`config.mk`:
```
export PLATFORM = sky130hd
export DESIGN_NAME = mem_req_arbiter
export DESIGN_NICKNAME = d
export VERILOG_FILES = /design/src/rtl/mem_req_arbiter.sv
export SDC_FILE = /design/constraint.sdc
export NUM_CORES = 1
export LEC_CHECK = 0
export BUFFER_PORTS_ARGS = -buffer_cell sky130_fd_sc_hd__buf_2
export CAP_MARGIN = 0
export CORE_AREA = 3 3 111 113
export DETAILED_ROUTE_END_ITERATION = 8
export DIE_AREA = 0 0 114 116
export GPL_TIMING_DRIVEN = 0
export PLACE_DENSITY_LB_ADDON = 0.08
export REMOVE_ABC_BUFFERS = 1
export SLEW_MARGIN = 20
export SYNTH_ARGS = -nofsm -noshare
export SYNTH_HDL_FRONTEND = slang
export SYNTH_SLANG_ARGS = --single-unit
export TNS_END_PERCENT = 30
```
`constraint.sdc`:
```
create_clock -name clk -period 2.7 [get_ports clk]
set_input_delay 0 -clock clk [delete_from_list [all_inputs] [get_ports clk]]
set_output_delay 0 -clock clk [all_outputs]
set_load 0.05 [all_outputs]
```
`src/rtl/mem_req_arbiter.sv`:
```
// Two-port (instruction/data) memory request arbiter with in-order response routing.
// Optional round-robin arbitration is enabled by defining ARB_RR_EN; default is fixed data-port priority.
module mem_req_arbiter #(
    parameter int DEPTH = 4
) (
    input  logic        clk,
    input  logic        rst,

    input  logic        s0_req,
    input  logic        s0_wr,
    input  logic [1:0]  s0_size,
    input  logic [31:0] s0_addr,
    input  logic [3:0]  s0_wstrb,
    input  logic [31:0] s0_wdata,
    output logic        s0_addr_ok,
    output logic        s0_data_ok,

    input  logic        s1_req,
    input  logic        s1_wr,
    input  logic [1:0]  s1_size,
    input  logic [31:0] s1_addr,
    input  logic [3:0]  s1_wstrb,
    input  logic [31:0] s1_wdata,
    output logic        s1_addr_ok,
    output logic        s1_data_ok,

    output logic [31:0] s_rdata,

    output logic        m_req,
    output logic        m_wr,
    output logic [1:0]  m_size,
    output logic [31:0] m_addr,
    output logic [3:0]  m_wstrb,
    output logic [31:0] m_wdata,
    input  logic        m_addr_ok,
    input  logic        m_data_ok,
    input  logic [31:0] m_rdata
);

    localparam int PW = (DEPTH > 1) ? $clog2(DEPTH) : 1;
    localparam int CW = PW + 1;

    logic [CW-1:0] count_q, count_d;
    logic [PW-1:0] wr_ptr_q, wr_ptr_d;
    logic [PW-1:0] rd_ptr_q, rd_ptr_d;
    logic          lock_q, lock_d;
    logic          lock_id_q, lock_id_d;
    logic          fifo_q [DEPTH];
    logic          fifo_d [DEPTH];
`ifdef ARB_RR_EN
    logic          last_q, last_d;
`endif

    logic sel;
    logic full;
    logic push;
    logic pop;
    logic head_id;

    // A request left waiting on m_addr_ok keeps ownership of the bus until accepted.
    always_comb begin
        sel = 1'b0;
        if (lock_q) begin
            sel = lock_id_q;
        end
`ifdef ARB_RR_EN
        else if (s0_req && s1_req) begin
            sel = ~last_q;
        end
`endif
        else begin
            sel = s1_req;
        end
    end

    assign full    = (count_q == CW'(DEPTH));
    assign m_req   = (s0_req | s1_req) & ~full & ~rst;
    assign push    = m_req & m_addr_ok;
    assign head_id = fifo_q[rd_ptr_q];
    assign pop     = m_data_ok & (count_q != '0) & ~rst;

    assign m_wr    = sel ? s1_wr    : s0_wr;
    assign m_size  = sel ? s1_size  : s0_size;
    assign m_addr  = sel ? s1_addr  : s0_addr;
    assign m_wstrb = sel ? s1_wstrb : s0_wstrb;
    assign m_wdata = sel ? s1_wdata : s0_wdata;

    assign s0_addr_ok = push & ~sel;
    assign s1_addr_ok = push & sel;
    assign s0_data_ok = pop & ~head_id;
    assign s1_data_ok = pop & head_id;
    assign s_rdata    = m_rdata;

    always_comb begin
        count_d   = count_q;
        wr_ptr_d  = wr_ptr_q;
        rd_ptr_d  = rd_ptr_q;
        lock_d    = lock_q;
        lock_id_d = lock_id_q;
        fifo_d    = fifo_q;
`ifdef ARB_RR_EN
        last_d    = last_q;
`endif

        if (push) begin
            fifo_d[wr_ptr_q] = sel;
            wr_ptr_d         = wr_ptr_q + PW'(1);
            lock_d           = 1'b0;
`ifdef ARB_RR_EN
            last_d           = sel;
`endif
        end else if (m_req) begin
            lock_d    = 1'b1;
            lock_id_d = sel;
        end

        if (pop) begin
            rd_ptr_d = rd_ptr_q + PW'(1);
        end

        case ({push, pop})
            2'b10:   count_d = count_q + CW'(1);
            2'b01:   count_d = count_q - CW'(1);
            default: count_d = count_q;
        endcase
    end

    always_ff @(posedge clk) begin
        if (rst) begin
            count_q   <= '0;
            wr_ptr_q  <= '0;
            rd_ptr_q  <= '0;
            lock_q    <= 1'b0;
            lock_id_q <= 1'b0;
`ifdef ARB_RR_EN
            // Pretend port 1 won last so port 0 has priority first.
            last_q    <= 1'b1;
`endif
        end else begin
            count_q   <= count_d;
            wr_ptr_q  <= wr_ptr_d;
            rd_ptr_q  <= rd_ptr_d;
            lock_q    <= lock_d;
            lock_id_q <= lock_id_d;
`ifdef ARB_RR_EN
            last_q    <= last_d;
`endif
        end
    end

    // ID storage needs no reset: entries are only read behind a nonzero count.
    always_ff @(posedge clk) begin
        fifo_q <= fifo_d;
    end

endmodule

```
* Word level (Yosys, flattened, before mapping)
Index checks and enable logic that the tools add are counted.
** Storage, ports and cells
- Bits in registers :: 13
- Output and inout bits :: 108
- Word-level logic and storage cells :: 54
** Operators by class
- Add/sub/neg operators :: 4
- Magnitude comparators :: 3
- Equal/unequal tests :: 3
- Mux-type cells :: 13
- Bitwise operators :: 17
- Reduce and logical (&&, ||, !) cells :: 5
** Operator list (number)
- $mux W32 :: 2
- $and A1 B1 Y1 :: 9
- $ge A3 B3 Y1 const B :: 2
- $not A2 Y3 :: 2
- $pmux W3 S2 :: 1
- $mux W1 :: 5
- $not A1 Y1 :: 5
- $add A2 B1 Y2 const B :: 2
- $bwmux W4 :: 1
- $mux W4 :: 1
- $add A3 B1 Y3 const B :: 1
- $eq A3 B3 Y1 const B :: 1
- $lt A3 B1 Y1 const B :: 1
- $reduce_bool A3 Y1 :: 1
- $sub A3 B1 Y3 const B :: 1
- $bmux W1 S2 :: 1
- $demux W1 S2 :: 1
- $eq A2 B1 Y1 const B :: 1
- $eq A2 B2 Y1 const B :: 1
- $mux W2 :: 1
- $reduce_and A2 Y1 :: 1
- $reduce_bool A2 Y1 :: 1
- $reduce_or A2 Y1 :: 1
- $logic_and A1 B1 Y1 :: 1
- $or A1 B1 Y1 :: 1

* Depth between registers and ports, before layout
Gate-level depths: netlist of the first run.
- Depth after elaboration :: 7
- Mapped depth :: 9
- Depth with buffers taken out :: 9

* Least setup slack after synthesis of the first run
No wires, ideal clock.
- Path kind :: flip-flop to flip-flop
- From :: register count_q[1]
- To :: register count_q[2]
- Setup time :: 0.071 ns
- Arrival :: 2.166 ns
- Setup slack :: 0.463 ns
- Stages on the path, launching flop included :: 10
- Clock period less this slack :: 2.237 ns
- Path through :: dfxtp_1 > or3b_1 > and3_1 > inv_1 > ha_1 > inv_1 > fa_1 > xor2_1 > or3_1 > a21oi_1
** Between the ends
- Cells in the longest elaborated chain, start to end :: 7
- Elaborated cells on any way between the ends :: 14
- Those cells by class :: 2 x add/sub; 3 x eq/ne; 1 x mux; 6 x bitwise; 2 x reduce/logical
** RTL lines
- from (decl) :: line 43 : logic [CW-1:0] count_q, count_d;
- from (signal assigned) :: line 140 : count_q <= count_d;
- $eq A3 B3 Y1 :: line 76 : assign full = (count_q == CW'(DEPTH));
- $not A1 Y1 :: line 77 : assign m_req = (s0_req | s1_req) & ~full & ~rst;
- $and A1 B1 Y1 (2 in a row) :: line 77
- $and A1 B1 Y1 :: line 78 : assign push = m_req & m_addr_ok;
- $eq A2 B1 Y1 or $eq A2 B2 Y1 (tied branches) :: line 121 : case ({push, pop})
- $pmux W3 S2 or $reduce_bool A2 Y1 (tied branches)
Several ways; a longest one is shown, not always the timed one.
A chain may end at the register's enable or synchronous reset.

* Worst setup path after layout of the first run
- From :: register count_q[2]
- To :: register count_q[2]
The elaborated chain is that of the path after synthesis.

==> flow_metrics.tcl, run 1 <==
set metrics [dict create \
    status "finished, final reports clean" \
    endpoint_kind "flip-flop" \
    syn2layout_area_growth_pct 62.08 \
    die_area_mm2 0.01322 \
    drt_iter0_markers 70 \
    ant_nets 0 \
    multiInputGateArea_mm2 0.001186 \
    ys_ff_latch 13 \
    cts_max_path_buffers 2 \
    place_ws_ns 0.2083 \
    antenna_found_initial 0 \
    layout_setup_ws_ns 0.2192 \
    clk_latency_ns 0.24 \
    final_common_cell "buf_2" \
    avgViaCountPerCell 3.932 \
    nFillCells 1290 \
    drc 0 \
    drive_above_1_share 0.8155 \
    cts_tree "built" \
    syn_area_per_cell_um2 9.935 \
    dr.pass1.iters 4 \
    n_antenna_cell 0 \
    start_kind "flip-flop" \
    hold_viol_final 0 \
    setup_viol 0 \
    path_cells "or3b_1, and3_1, inv_1, ha_1, inv_1, fa_1, xor2_1, or3_1, a21oi_1" \
    worstSetupPathType "flip-flop to flip-flop" \
    rows 39 \
    maxCapViolations 0 \
    max_slew_margin 0.6691 \
    ys_types 29 \
    dieWidth_um 114 \
    r2r_start "count_q[2]" \
    worst_ep_arrival_time_ns 2.66 \
    yosysSeqAreaShare 0.1643 \
    critical-path-top-delay-family "simple AND/OR/NAND/NOR gates" \
    min_path_type "input pin to primary output" \
    cp.buffers_inverters 2 \
    num_vias 2033 \
    final_cells 517 \
    fmax_mhz 403.1 \
    cp_slowest_stage_delay_ns 0.42 \
    fin_nets 561 \
    finClkSkew_ns 0.001232 \
    ctsHoldBuffers 0 \
    die_h_um 116 \
    cts_resized 0 \
    ys_warn_count 0 \
    rsz0062_at_grt "false" \
    worstMarginPinSlew_ns 0.4860 \
    netlist_area_mm2 0.001828 \
    place_congestion 0.7623 \
    grt_max_degree 23 \
    grt_pass1_wl_mm 12.06 \
    port_buffers 223 \
    grt_pass1_vias 2200 \
    required_ns 2.88 \
    wire_per_inst_um 16.47 \
    ir_worst_vdd_mv 0.3008 \
    min_period_over_period 0.9188 \
    htree_levels 1 \
    cpMaxStageDelayCell "or3b_1" \
    period_needed_ns 2.481 \
    coreArea_mm2 0.01142 \
    grt_overflow_total 0 \
    start_util 0.1601 \
    seq_area_um2 300.3 \
    crit_start "count_q[2]" \
    cts_setup_buffers 0 \
    syn_inst 184 \
    final_area_mm2 0.002963 \
    io_pins 288 \
    dpl_cell_area_mm2 0.002884 \
    min-delay-start "m_rdata[23]" \
    power_leakage_nw 1.511 \
    pwr_density_cell_mw_per_mm2 461.6 \
    cpMostUsedCell "inv_1" \
    regToRegSetupSlack_ns 0.22 \
    cp_max_fo 6 \
    cts.sinks 13 \
    layout_common_cells "buf_2 (223), mux2_2 (71), nor2_1 (10)" \
    dpl.hpwl_mm 7.746 \
    grt_usage 0.1177 \
    cts_root_buf "clkbuf_16" \
    finalSetupTns_ns 0 \
    cts_buffers 3 \
    routed_wl_mm 8.513 \
    dp.cells 513 \
    path_clk_slew_ns 0.05 \
    maxSlewViolCount 0 \
    timing.hold.ws_ns 0.00006531 \
]
-- cell families (layout without fill, tap and decap cells) --
logic type               after synthesis  after routing  share of synthesized area
buffers and inverters                 49            239                     0.1937
adder cells (fa/ha/maj)                6              6                    0.04517
AO/OA/AOI/OAI                         12             12                    0.03970
AND/OR/NAND/NOR                       27             27                    0.08283
multiplexers                          73             73                     0.4552
XOR/XNOR                               4              4                    0.01916
flip-flops                            13             13                     0.1643
-- power by group --
group | switching, mW | internal, mW
registers | 0.0148 | 0.215
logic | 0.560 | 0.296
clock network | 0.0834 | 0.199
total | 0.658 | 0.710
-- synthesized netlist by cell type --
cell | instances | area [µm²]
mux2_2 | 71 | 799.5
buf_4 | 33 | 247.7
nor2_1 | 10 | 37.54
dfxtp_1 | 9 | 180.2
inv_1 | 8 | 30.03
buf_6 | 6 | 67.56
and2_1 | 5 | 31.28
ha_1 | 5 | 62.56
a21oi_1 | 4 | 20.02
edfxtp_1 | 4 | 120.1
nor3_1 | 4 | 20.02
xor2_1 | 4 | 35.03
o21ai_0 | 3 | 15.01
o31ai_1 | 2 | 15.01
or3_1 | 2 | 12.51
a211oi_1 | 1 | 7.510
a31oi_1 | 1 | 6.260
and3_1 | 1 | 6.260
buf_2 | 1 | 5.000
clkbuf_1 | 1 | 3.750
fa_1 | 1 | 20.02
mux2i_1 | 1 | 10.01
mux4_2 | 1 | 22.52
nor2b_1 | 1 | 6.260
nor3b_2 | 1 | 12.51
o311ai_0 | 1 | 8.760
or2_2 | 1 | 6.260
or3b_1 | 1 | 8.760
or4b_1 | 1 | 10.01
-- registers in the layout, summed over array words and instances (netlist names) --
| register | count |
|---|---|
| wr_ptr_q | 2 |
| count_q | 3 |
| fifo_q | 4 |
| rd_ptr_q | 2 |
| lock_id_q | 1 |
| lock_q | 1 |
-- final timing paths --
check / end / depth (start not counted)
setup / recovery: count_q[2] / 9
hold / removal: s_rdata[23] / 0
setup reg to reg: count_q[2] / 9
hold reg to reg: rd_ptr_q[1] / 2
-- per-stage QoR --
step | utilization | power (mW)
after floorplan | - | 0.8509
after global placement | 0.2451 | 1.106
after detailed placement | 0.2526 | 1.096
after CTS | 0.2595 | 1.389
after global routing | 0.2595 | 1.436
final | 0.2595 | 1.368
-- area by class of cell --
| class | count | share of cell area |
|---|---|---|
| Clock buffer | 4 | 0.02660 |
| Inverter | 8 | 0.01014 |
| Multi-Input combinational cell | 122 | 0.4003 |
| Sequential cell | 13 | 0.1014 |
| Tap cell | 143 | 0.06039 |
| Timing Repair Buffer | 227 | 0.4012 |
-- metal layers --
metal	vias up	track usage	part of all wire
li1	997	-	-
met1	890	0.1171	0.33
met2	141	0.2116	0.54
met3	5	0.06997	0.13
met4	0	0.02375	0.0072
met5	-	0.01111	0
No activity file was read; power rests on OpenSTA's default activity.
==> inputs of run 2 (changes only) <==
- CAP_MARGIN: 0 -> default
- CORE_AREA: 3 3 111 113 -> 2 2 110 112
- DIE_AREA: 0 0 114 116 -> 0 0 112 114
==> flow_metrics.tcl, run 2 (synthesis gave the netlist of run 1 again) <==
set metrics [dict create \
    max_slew_margin 0.5567 \
    layout_setup_ws_ns 0.2341 \
    place_congestion 0.7562 \
    rows 40 \
    htree_levels 1 \
    grt_overflow_total 0 \
    final_common_cell "buf_2" \
    pwr_density_cell_mw_per_mm2 462.8 \
    drive_above_1_share 0.8150 \
    clk_latency_ns 0.25 \
    grt_pass1_vias 2121 \
    routed_wl_mm 9.030 \
    largest_reg_flops 4 \
    grt_usage 0.1291 \
    cp_max_fo 6 \
    dieWidth_um 112 \
    cts_max_path_buffers 2 \
    required_ns 2.88 \
    multiInputGateArea_mm2 0.001186 \
    hold_viol_final 0 \
    fmax_mhz 405.5 \
    port_buffers 223 \
    power_leakage_nw 1.509 \
    ant_nets 0 \
    layout_common_cells "buf_2 (223), mux2_2 (71), nor2_1 (10)" \
    p_int_mw 0.7100 \
    seq_area_um2 300.3 \
    grt_max_degree 23 \
    io_pins 288 \
    top_register "fifo_q" \
    endpoint_kind "flip-flop" \
    status "finished, final reports clean" \
    worstMarginPinSlew_ns 0.6510 \
    final_area_mm2 0.002965 \
    worst_ep_arrival_time_ns 2.64 \
    die_h_um 114 \
    ir_worst_vdd_mv 0.2939 \
    dpl_cell_area_mm2 0.002887 \
    regToRegSetupSlack_ns 0.23 \
    min_path_type "input pin to primary output" \
    worstSetupPathType "flip-flop to flip-flop" \
    avgViaCountPerCell 4.038 \
    n_antenna_cell 0 \
    power_frac_comb 0.625 \
    fin_nets 560 \
    coreArea_mm2 0.01171 \
    top_regs "fifo_q x4, count_q x3" \
    cts_root_buf "clkbuf_16" \
    finClkSkew_ns 0.004489 \
    dpl.hpwl_mm 8.154 \
    syn2layout_area_growth_pct 62.22 \
    antenna_found_initial 1 \
    period_needed_ns 2.466 \
    p_clk_frac 0.208 \
    drc 0 \
    p_seq_frac 0.167 \
    num_vias 2100 \
    start_util 0.1561 \
    wire_per_inst_um 17.37 \
    grt_pass1_wl_mm 12.49 \
    cts_resized 0 \
    switching_share 0.4826 \
    nFillCells 1294 \
    drt_iter0_markers 51 \
    start_kind "flip-flop" \
    switchingPower_mw 0.6622 \
    maxSlewViolCount 0 \
    setup_viol 0 \
    cts_buffers 3 \
    dr.pass1.iters 4 \
    die_area_mm2 0.01277 \
    place_ws_ns 0.2330 \
    cts_setup_buffers 0 \
    cts.sinks 13 \
    cts_tree "built" \
    path_clk_slew_ns 0.04 \
    ctsHoldBuffers 0 \
    rsz0062_at_grt "false" \
    finalPower_mw 1.372 \
    min_period_over_period 0.9133 \
    maxCapViolations 0 \
]
[run 2: worst max-delay path: stages (launching register included)]
cell and delay (ns):
dfxtp_1 0.39, or3b_1 0.43, and3_1 0.22, inv_1 0.11, ha_1 0.20, inv_1 0.06
fa_1 0.37, xor2_1 0.17, or3_1 0.31, a21oi_1 0.14
[run 2: routing by layer]
| metal | part of all wire | global-route usage | up-vias |
|---|---|---|---|
| li1 | - | - | 998 |
| met1 | 0.31 | 0.1160 | 947 |
| met2 | 0.49 | 0.2226 | 146 |
| met3 | 0.19 | 0.1153 | 7 |
| met4 | 0.0056 | 0.01951 | 2 |
| met5 | 0.0014 | 0.01176 | - |
[run 2: power groups by stage]
| stage | clock, mW | sequential [mW] | combinational, mW |
|---|---|---|---|
| floorplan | 0 | 0.228 | 0.622 |
| global placement | 0 | 0.232 | 0.876 |
| detailed placement | 0 | 0.233 | 0.864 |
| CTS | 0.294 | 0.229 | 0.866 |
| global route | 0.299 | 0.231 | 0.905 |
| finish | 0.285 | 0.230 | 0.858 |
[run 2: worst paths after layout]
kind / from / to / depth (start not counted)
worst max-delay path: count_q[2] / count_q[2] / 9
worst max register to register: count_q[2] / count_q[2] / 9
worst min-delay path: m_rdata[24] / s_rdata[24] / 0
worst min register to register: count_q[2] / count_q[2] / 2
[run 2: per-stage QoR]
stage          cells  utilization  hold slack (ns)  setup TNS, ns
4_1_cts          520       0.2532        0.0003409              0
6_report         520       0.2532       0.00006530              0
3_5_place_dp     516       0.2465        0.0003409              0
2_1_floorplan    143            -                0        -176.18
5_1_grt          520       0.2532        0.0002290              0
3_3_place_gp     513       0.2394        0.0003409        -319.31
[run 2: area by class of cell]
cell class / count / area share
tap: 147 / 0.06203
timing repair buffer: 226 / 0.4000
sequential: 13 / 0.1013
clock buffer: 4 / 0.02658
multi-input combinational: 122 / 0.4000
inverter: 8 / 0.01013
==> inputs of run 3 (changes only) <==
- CELL_PAD_IN_SITES_DETAIL_PLACEMENT: default -> 0
- CELL_PAD_IN_SITES_GLOBAL_PLACEMENT: default -> 2
- CORE_AREA: 2 2 110 112 -> default
- CORE_UTILIZATION: default -> 13
- DIE_AREA: 0 0 112 114 -> default
==> flow_metrics.tcl, run 3 (synthesis gave the netlist of run 1 again) <==
set metrics [dict create \
    grt_busiest_layer "met2" \
    htree_levels 1 \
    grt_max_degree 20 \
    min_period_over_period 0.9221 \
    period_needed_ns 2.490 \
    syn2layout_area_growth_pct 67.56 \
    status "finished, final reports clean" \
    io_pins 288 \
    drt_iter0_markers 38 \
    worst_ep_arrival_time_ns 2.66 \
    ir_worst_vdd_mv 0.1778 \
    setup_viol 0 \
    cts_buffers 3 \
    cts_max_path_buffers 2 \
    place_congestion 0.6934 \
    maxCapViolations 0 \
    drive_above_1_share 0.8187 \
    path_cells "or3b_1, and3_1, inv_1, ha_1, inv_1, fa_1, xor2_1, or3_1, a21oi_1" \
    dpl_cell_area_mm2 0.002978 \
    dpl.hpwl_mm 8.288 \
    grt_usage 0.1230 \
    final_cells 553 \
    pwr_density_cell_mw_per_mm2 453.9 \
    met1_usage 0.1181 \
    layout_common_cells "buf_2 (223), mux2_2 (71), nor2_1 (10)" \
    max_slew_margin 0.6879 \
    die_h_um 120.6 \
    cp_max_fo 6 \
    cts_resized 0 \
    finalPower_mw 1.390 \
    top_register "fifo_q" \
    worstMarginPinSlew_ns 0.4642 \
    clk_latency_ns 0.24 \
    start_kind "flip-flop" \
    maxSlewViolCount 0 \
    wire_per_inst_um 16.77 \
    cts_tree "built" \
    coreArea_mm2 0.01345 \
    grt_pass1_wl_mm 13.10 \
    num_vias 2094 \
    cts_root_buf "clkbuf_16" \
    final_area_mm2 0.003063 \
    top_regs "fifo_q x4, count_q x3" \
    min_path_type "input pin to primary output" \
    routed_wl_mm 9.273 \
    die_area_mm2 0.01454 \
    dr.pass1.iters 4 \
    dieWidth_um 120.6 \
    endpoint_kind "flip-flop" \
    cts.sinks 13 \
    dp.cells 547 \
    cp_slowest_stage_delay_ns 0.42 \
    cts_setup_buffers 0 \
    ant_nets 0 \
    rows 42 \
    final_common_cell "buf_2" \
    hold_viol_final 0 \
    worstSetupPathType "flip-flop to flip-flop" \
    cpMostUsedCell "inv_1" \
    grt_pass1_vias 2131 \
    rsz0062_at_grt "false" \
    path_clk_slew_ns 0.05 \
    use_met3 0.09434 \
    ctsHoldBuffers 0 \
    finClkSkew_ns 0.003342 \
    required_ns 2.87 \
    avgViaCountPerCell 3.787 \
    port_buffers 223 \
    fmax_mhz 401.6 \
    drc 0 \
    antenna_found_initial 4 \
    grt_overflow_total 0 \
    power_leakage_nw 1.538 \
    largest_reg_flops 4 \
    fin_nets 562 \
    start_util 0.1359 \
    cpMaxStageDelayCell "or3b_1" \
    use_met2 0.2044 \
]
==> run 3: cell types whose count changed in the layout (fill, tap and decap cells not counted) <==
cell	previous run	this run
buf_16	2	4
diode_2	0	2
clkbuf_1	1	0
clkinv_2	0	1
==> run 3: layout make-up <==
| type | instances | area, µm² |
|---|---|---|
| Clock buffer | 3 | 75.07 |
| Tap cell | 176 | 220.2 |
| Sequential cell | 13 | 300.3 |
| Multi-Input combinational cell | 122 | 1186 |
| Fill cell | 1560 | 10390 |
| Timing Repair Buffer | 228 | 1241 |
| Clock inverter | 1 | 5.005 |
| Inverter | 8 | 30.03 |
| Antenna cell | 2 | 5.005 |
==> run 3: worst max-delay path, delay by kind of cell (launching register included) <==
family,cells,cell delay [ns]
and+or+nand+nor,3,0.93
adders and majority gates,2,0.58
DFF,1,0.40
buffers and inverters,2,0.18
xor gates and xnor gates,1,0.17
AOI/OAI and AO/OA,1,0.15
==> run 3: through the flow <==
stage               worst slack (ns)  hold WS [ns]  TNS (ns)  utilization
floorplan                     -2.691             0   -176.18            -
global placement              -4.973     0.0003700   -357.54       0.2111
detailed placement            0.1833     0.0003700         0       0.2214
CTS                           0.1650     0.0003700         0       0.2273
global route                 0.02204     0.0002923         0       0.2275
finish                        0.2102     0.0003632         0       0.2277
==> run 3: worst paths after layout <==
check	start	end	slack, ns	cells past startpoint
max	count_q[2]	count_q[2]	0.21	9
min	m_rdata[0]	s_rdata[0]	0.0004	0
max reg2reg	count_q[2]	count_q[2]	0.21	9
min reg2reg	rd_ptr_q[1]	rd_ptr_q[1]	0.54	2
==> run 3: layer usage <==
layer,share of wire,vias to the layer above
met3,0.16,14
met2,0.48,154
met5,0.0080,-
met4,0.012,6
met1,0.33,920
li1,-,1000
==> run 3: report_power, final <==
part / total [mW] / switching [mW] / internal (mW)
logic: 0.876 / 0.566 / 0.310
registers: 0.229 / 0.0144 / 0.215
clock network: 0.285 / 0.0874 / 0.197
